--- src/rtl/aes_pkg.sv ---
// Shared AES-128 constants, state encoding and round-constant lookup for the key schedule.
package aes_pkg;

  localparam int KEY_W     = 128;
  localparam int WORD_W    = 32;
  localparam int NR_AES128 = 10;

  typedef enum logic [1:0] {
    ST_IDLE = 2'd0,
    ST_FWD  = 2'd1,
    ST_REV  = 2'd2,
    ST_DONE = 2'd3
  } ks_state_e;

  localparam logic [7:0] RCON [1:10] = '{
    8'h01, 8'h02, 8'h04, 8'h08, 8'h10, 8'h20, 8'h40, 8'h80, 8'h1b, 8'h36
  };

  // Round 0 has no round constant; out-of-range indices read as zero.
  function automatic logic [7:0] rcon(input logic [3:0] rnd);
    logic [7:0] r;
    r = 8'h00;
    if (rnd >= 4'd1 && rnd <= 4'd10) r = RCON[rnd];
    return r;
  endfunction

endpackage

--- src/rtl/aes_inv_key_schedule_if.sv ---
// Key-load request and round-key stream between the loader, the schedule and the round engine.
interface aes_inv_key_schedule_if;
  import aes_pkg::*;

  logic              start;
  logic [KEY_W-1:0]  key;
  logic              key_is_last;
  logic [KEY_W-1:0]  round_key;
  logic [3:0]        round_idx;
  logic              valid;
  logic              ready;
  logic              busy;
  logic              done;

  modport master (
    output start, key, key_is_last, ready,
    input  round_key, round_idx, valid, busy, done
  );

  modport slave (
    input  start, key, key_is_last, ready,
    output round_key, round_idx, valid, busy, done
  );

endinterface

--- src/rtl/aes_sbox.sv ---
// AES forward S-box computed as GF(2^8) inverse (x^254) followed by the affine transform.
module aes_sbox (
  input  logic [7:0] a,
  output logic [7:0] s
);

  function automatic logic [7:0] xtime(input logic [7:0] b);
    return {b[6:0], 1'b0} ^ (b[7] ? 8'h1b : 8'h00);
  endfunction

  function automatic logic [7:0] gmul(input logic [7:0] x, input logic [7:0] y);
    logic [7:0] p;
    logic [7:0] t;
    p = 8'h00;
    t = x;
    for (int i = 0; i < 8; i++) begin
      if (y[i]) p = p ^ t;
      t = xtime(t);
    end
    return p;
  endfunction

  // x^254 == x^-1 for nonzero x, and maps 0 to 0 as AES requires.
  function automatic logic [7:0] ginv(input logic [7:0] x);
    logic [7:0] t;
    logic [7:0] r;
    t = x;
    r = 8'h01;
    for (int i = 1; i < 8; i++) begin
      t = gmul(t, t);
      r = gmul(r, t);
    end
    return r;
  endfunction

  logic [7:0] b;

  always_comb begin
    b = ginv(a);
    s = b ^ {b[6:0], b[7]} ^ {b[5:0], b[7:6]} ^ {b[4:0], b[7:5]} ^ {b[3:0], b[7:4]} ^ 8'h63;
  end

endmodule

--- src/rtl/aes_sub_word.sv ---
// 32-bit SubWord: one S-box lane per byte, purely combinational.
module aes_sub_word import aes_pkg::*; (
  input  logic [WORD_W-1:0] w,
  output logic [WORD_W-1:0] s
);

  localparam int VEC_W     = 8;
  localparam int NUM_LANES = WORD_W / VEC_W;

  logic [NUM_LANES-1:0][VEC_W-1:0] w_b;
  logic [NUM_LANES-1:0][VEC_W-1:0] s_b;

  assign w_b = w;
  assign s   = s_b;

  for (genvar l = 0; l < NUM_LANES; l++) begin : g_lane
    aes_sbox u_sbox (
      .a (w_b[l]),
      .s (s_b[l])
    );
  end

endmodule

--- src/rtl/aes_inv_key_schedule.sv ---
// Iterative AES-128 key schedule: walks forward to round 10, then streams round keys 10..0.
module aes_inv_key_schedule import aes_pkg::*; #(
  parameter int NR = 10
) (
  input  logic                  clk,
  input  logic                  i_Rst_n,
  aes_inv_key_schedule_if.slave ks
);

  if (NR != NR_AES128) begin : g_bad_nr
    $error("aes_inv_key_schedule: NR must be 10 for AES-128");
  end

  localparam logic [3:0] LAST_RND = 4'(NR);

  ks_state_e         state_q, state_d;
  logic [KEY_W-1:0]  key_q;
  logic [3:0]        cnt_q;
  logic [WORD_W-1:0] w0, w1, w2, w3;
  logic [WORD_W-1:0] n0, n1, n2, n3;
  logic [WORD_W-1:0] p0, p1, p2, p3;
  logic [WORD_W-1:0] sw_in, sw_out, rc_word;
  logic              xfer;

  assign {w0, w1, w2, w3} = key_q;
  assign xfer             = (state_q == ST_REV) && ks.ready;

  // Previous-round words 1..3 fall out of the xor chain; p3 is the word fed to SubWord.
  assign p3 = w3 ^ w2;
  assign p2 = w2 ^ w1;
  assign p1 = w1 ^ w0;

  // Single SubWord shared by both walks: RotWord(w3) going forward, RotWord(p3) in reverse.
  assign sw_in   = (state_q == ST_FWD) ? {w3[23:0], w3[31:24]} : {p3[23:0], p3[31:24]};
  assign rc_word = {rcon(cnt_q), 24'h0};

  aes_sub_word u_sub_word (
    .w (sw_in),
    .s (sw_out)
  );

  assign n0 = w0 ^ sw_out ^ rc_word;
  assign n1 = w1 ^ n0;
  assign n2 = w2 ^ n1;
  assign n3 = w3 ^ n2;
  assign p0 = w0 ^ sw_out ^ rc_word;

  always_ff @(posedge clk) begin
    if (!i_Rst_n) state_q <= ST_IDLE;
    else          state_q <= state_d;
  end

  always_comb begin
    state_d = state_q;
    unique case (state_q)
      ST_IDLE: if (ks.start) state_d = ks.key_is_last ? ST_REV : ST_FWD;
      ST_FWD:  if (cnt_q == LAST_RND) state_d = ST_REV;
      ST_REV:  if (xfer && cnt_q == 4'd0) state_d = ST_DONE;
      ST_DONE: state_d = ST_IDLE;
      default: state_d = ST_IDLE;
    endcase
  end

  always_comb begin
    ks.valid     = 1'b0;
    ks.round_key = '0;
    ks.round_idx = '0;
    ks.busy      = 1'b1;
    ks.done      = 1'b0;
    unique case (state_q)
      ST_IDLE: ks.busy = 1'b0;
      ST_REV: begin
        ks.valid     = 1'b1;
        ks.round_key = key_q;
        ks.round_idx = cnt_q;
      end
      ST_DONE: ks.done = 1'b1;
      default: ;
    endcase
  end

  // Key and counter only move on a transfer in REV, which keeps the output stable under stall.
  always_ff @(posedge clk) begin
    if (!i_Rst_n) begin
      key_q <= '0;
      cnt_q <= '0;
    end else begin
      unique case (state_q)
        ST_IDLE: if (ks.start) begin
          key_q <= ks.key;
          cnt_q <= ks.key_is_last ? LAST_RND : 4'd1;
        end
        ST_FWD: begin
          key_q <= {n0, n1, n2, n3};
          cnt_q <= (cnt_q == LAST_RND) ? LAST_RND : cnt_q + 4'd1;
        end
        ST_REV: if (xfer && cnt_q != 4'd0) begin
          key_q <= {p0, p1, p2, p3};
          cnt_q <= cnt_q - 4'd1;
        end
        default: ;
      endcase
    end
  end

endmodule

--- src/flat_wrapper.sv ---
// flat-port wrapper written by rule: the top's interface ports become plain ports
module aes_inv_key_schedule_flat import aes_pkg::*;
#(
  parameter int NR = 10
)
  (clk, i_Rst_n, ks_start, ks_key, ks_key_is_last, ks_ready, ks_round_key, ks_round_idx, ks_valid, ks_busy, ks_done);
  aes_inv_key_schedule_if ks_i ();
  input  logic clk;
  input  logic i_Rst_n;
  input wire logic [$bits(ks_i.start)-1:0] ks_start;
  input wire logic [$bits(ks_i.key)-1:0] ks_key;
  input wire logic [$bits(ks_i.key_is_last)-1:0] ks_key_is_last;
  input wire logic [$bits(ks_i.ready)-1:0] ks_ready;
  output wire logic [$bits(ks_i.round_key)-1:0] ks_round_key;
  output wire logic [$bits(ks_i.round_idx)-1:0] ks_round_idx;
  output wire logic [$bits(ks_i.valid)-1:0] ks_valid;
  output wire logic [$bits(ks_i.busy)-1:0] ks_busy;
  output wire logic [$bits(ks_i.done)-1:0] ks_done;
  assign ks_i.start = ks_start;
  assign ks_i.key = ks_key;
  assign ks_i.key_is_last = ks_key_is_last;
  assign ks_i.ready = ks_ready;
  assign ks_round_key = ks_i.round_key;
  assign ks_round_idx = ks_i.round_idx;
  assign ks_valid = ks_i.valid;
  assign ks_busy = ks_i.busy;
  assign ks_done = ks_i.done;
  aes_inv_key_schedule #(.NR(NR)) u_core (.clk(clk), .i_Rst_n(i_Rst_n), .ks(ks_i));
endmodule
--- config.mk ---
export PLATFORM = sky130hd
export DESIGN_NAME = aes_inv_key_schedule_flat
export DESIGN_NICKNAME = d
export VERILOG_FILES = /design/src/rtl/aes_pkg.sv /design/src/rtl/aes_inv_key_schedule_if.sv /design/src/rtl/aes_sbox.sv /design/src/rtl/aes_sub_word.sv /design/src/rtl/aes_inv_key_schedule.sv /design/src/flat_wrapper.sv
export SDC_FILE = /design/constraint.sdc
export NUM_CORES = 2
export LEC_CHECK = 0
export ABC_CLOCK_PERIOD_IN_PS = 20500
export CORE_MARGIN = 2
export CORE_UTILIZATION = 55
export CTS_CLUSTER_SIZE = 25
export DETAILED_ROUTE_END_ITERATION = 10
export PLACE_DENSITY = 0.76
export SYNTH_ARGS = -nofsm -noshare
export SYNTH_HDL_FRONTEND = slang
export SYNTH_SLANG_ARGS = --single-unit
--- constraint.sdc ---
create_clock -name clk -period 20.5 [get_ports clk]
set_clock_uncertainty 0.1 [all_clocks]
set_input_delay 4.1 -clock clk [delete_from_list [all_inputs] [get_ports clk]]
set_output_delay 4.1 -clock clk [all_outputs]
set_load 0.01 [all_outputs]
==> results_dict.tcl <==
set metrics [dict create \
    drive_gt1_share_pct 8.39 \
    maxSlewHeadroom_pct 11.9 \
    initial_core_util_pct 55.3 \
    via_per_inst 6.33 \
    synth.distinct_cells 121 \
    crit_family "XOR/XNOR gates" \
    hp-class "flip-flop to flip-flop" \
    crit_required_ns 20.72 \
    cts_buffer_depth 2 \
    critPathLaunchType "flip-flop" \
    synthArstFlopShare_pct 0 \
    yosys.area.top_type "xnor2_1" \
    worst-path-buf-inv 7 \
    max_stage_delay_ns 0.87 \
    cts_root_buf "clkbuf_16" \
    worstPathArrival_ns 19.71 \
    syn_area_mm2 0.0705 \
    dp_hpwl_mm 183 \
    fin_util_pct 59.6 \
    most-common-layout-cells "1,921 x xnor2_1, 1,400 x nor2_1, 983 x nand2_1" \
    postCtsHoldBufs 0 \
    numCtsBuffers 17 \
    ios 268 \
    status "completed" \
    syn_nets 10200 \
    wl_per_cell_um 21.3 \
    worst-setup-path-type "flip-flop to flip-flop" \
    drtIter0Drc 9650 \
    fmax_mhz 51.3 \
    synth-seq-cells 134 \
    antenna_found_initial 19 \
    maxCapViolCount 0 \
    globalplace.congestion 1.03 \
    tightest_slew_ns 1.32 \
    num_rows 131 \
    htree_levels 4 \
    clk_pin_slew_worst_paths_ns 0.08 \
    hold_viol_final 0 \
    syn_inst 10000 \
    synth_top_area_share_pct 24.6 \
    nNetsFinal 10000 \
    drc_errors 0 \
    grt_max_degree 107 \
    grt_use_total_pct 35.8 \
    final_common_cell "xnor2_1" \
    fin_crit_sh_pct 95.1 \
    finalMaxSlewViolations 0 \
    postSynthAreaPerCell_um2 7.04 \
    finalSetupViolCount 0 \
    wl_mm 246 \
    synth.area.top_cells "xnor2_1 25%, nor2_1 7.5%, xor2_1 7.1%, xnor3_1 5.9%, nand2_1 5.2%" \
    synth_warnings 0 \
    ys.flop_type "dfxtp_1" \
    dieArea_mm2 0.131 \
    cts_sinks 134 \
    first_pass_iters 8 \
    die_w_um 362 \
    cts_tree "built" \
    detail-route-antenna-nets 0 \
    period_needed_ns 19.49 \
    slowest_stage "xnor2_1" \
    io_buffers 267 \
    die_height_um 362 \
    num_vias 73100 \
    core_mm2 0.127 \
    grt_pass1_vias 66600 \
    area_delta_synth_final_pct 7.66 \
    worstSetupEndpointType "flip-flop" \
    grt_overflow 0 \
    path_max_fanout 41 \
    grt_pass1_wl_mm 384 \
    critPathMostFrequentCell "xnor2_1" \
    clk_latency_ns 0.49 \
    yosysSeqAreaShare_pct 3.81 \
    synth_edf_count 0 \
]
metal layers:
layer,routed length (um),GRT usage (%)
met5,173,0
met4,10200,13.3
met3,27900,7.53
met2,106000,54.4
met1,103000,49.4
sequential cells by signal, summed over array words and instances (netlist names):
signal and count:
u_core.cnt_q 4, u_core.key_q 128, u_core.state_q 2
synthesized netlist by cell type, types with 60 or more instances:
cell type	number
nand2_1	984
a21oi_1	631
xnor2_2	144
nor2b_1	92
nor2_1	1402
and2_1	154
a31oi_1	84
dfxtp_1	134
xor2_1	575
mux2i_1	226
nor3_1	268
buf_1	64
buf_2	158
a221oi_1	70
o21ai_1	76
clkbuf_1	492
xnor3_1	186
inv_1	113
o22ai_1	165
o211ai_1	81
o21ai_0	457
xnor2_1	1979
a211oi_1	91
nand2b_1	106
and3_1	60
nand3_1	177
a22oi_1	97
logic make-up (layout without fill, tap and decap cells):
logic type	count (synthesis)	count (layout)	synth area share (%)
AND/OR/NAND/NOR	3493	3493	22.0
XOR/XNOR	2998	2998	44.5
AO/OA/AOI/OAI	2185	2185	19.7
buffers and inverters	884	757	5.20
multiplexers	280	280	4.18
flip-flops	134	134	3.81
adder cells (fa/ha/maj)	32	32	0.565
other	0	8	0
tightest hold or removal path, stage by stage (launching register included):
cell     delay, ns
dfxtp_1       0.34
nand2_1       0.06
a21oi_1       0.05
final cells by class:
cell class	instances	area, um2
Antenna cell	8	20.0
Clock buffer	18	439
Clock inverter	14	156
Fill cell	11700	51500
Inverter	141	534
Multi-Input combinational cell	8988	64900
Sequential cell	134	2680
Tap cell	1662	2080
Timing Repair Buffer	584	5060
path summary, 6_finish.rpt:
| check | end | startpoint | slack (ns) | cells past startpoint |
|---|---|---|---|---|
| worst max-delay path | u_core.key_q[83] | u_core.state_q[1] | 1.01 | 63 |
| worst min-delay path | u_core.key_q[125] | u_core.key_q[125] | 0.40 | 2 |
| worst max register to register | u_core.key_q[83] | u_core.state_q[1] | 1.01 | 63 |
| worst min register to register | u_core.key_q[125] | u_core.key_q[125] | 0.40 | 2 |
through the flow:
step / instances / hold WS [ns] / TNS (ns) / instance area, um2 / setup slack (ns)
after floorplan: 10000 / 0.360 / 0 / 70500 / 4.00
after global placement: 11500 / 0.380 / 0 / 75000 / 0.521
after detailed placement: 11500 / 0.385 / 0 / 75000 / 0.298
after CTS: 11500 / 0.394 / 0 / 75600 / 0.113
after global routing: 11500 / 0.428 / -0.166 / 75900 / -0.0802
final: 11500 / 0.402 / 0 / 75900 / 1.01
what timing repair did:
action,4_1_cts,5_1_grt
setup endpoints to repair,0,108
gates resized for setup,0,37
setup buffers,0,1
Power is not shown: default switching activity piles up to over one toggle a cycle in this logic, so the estimate is an artifact.
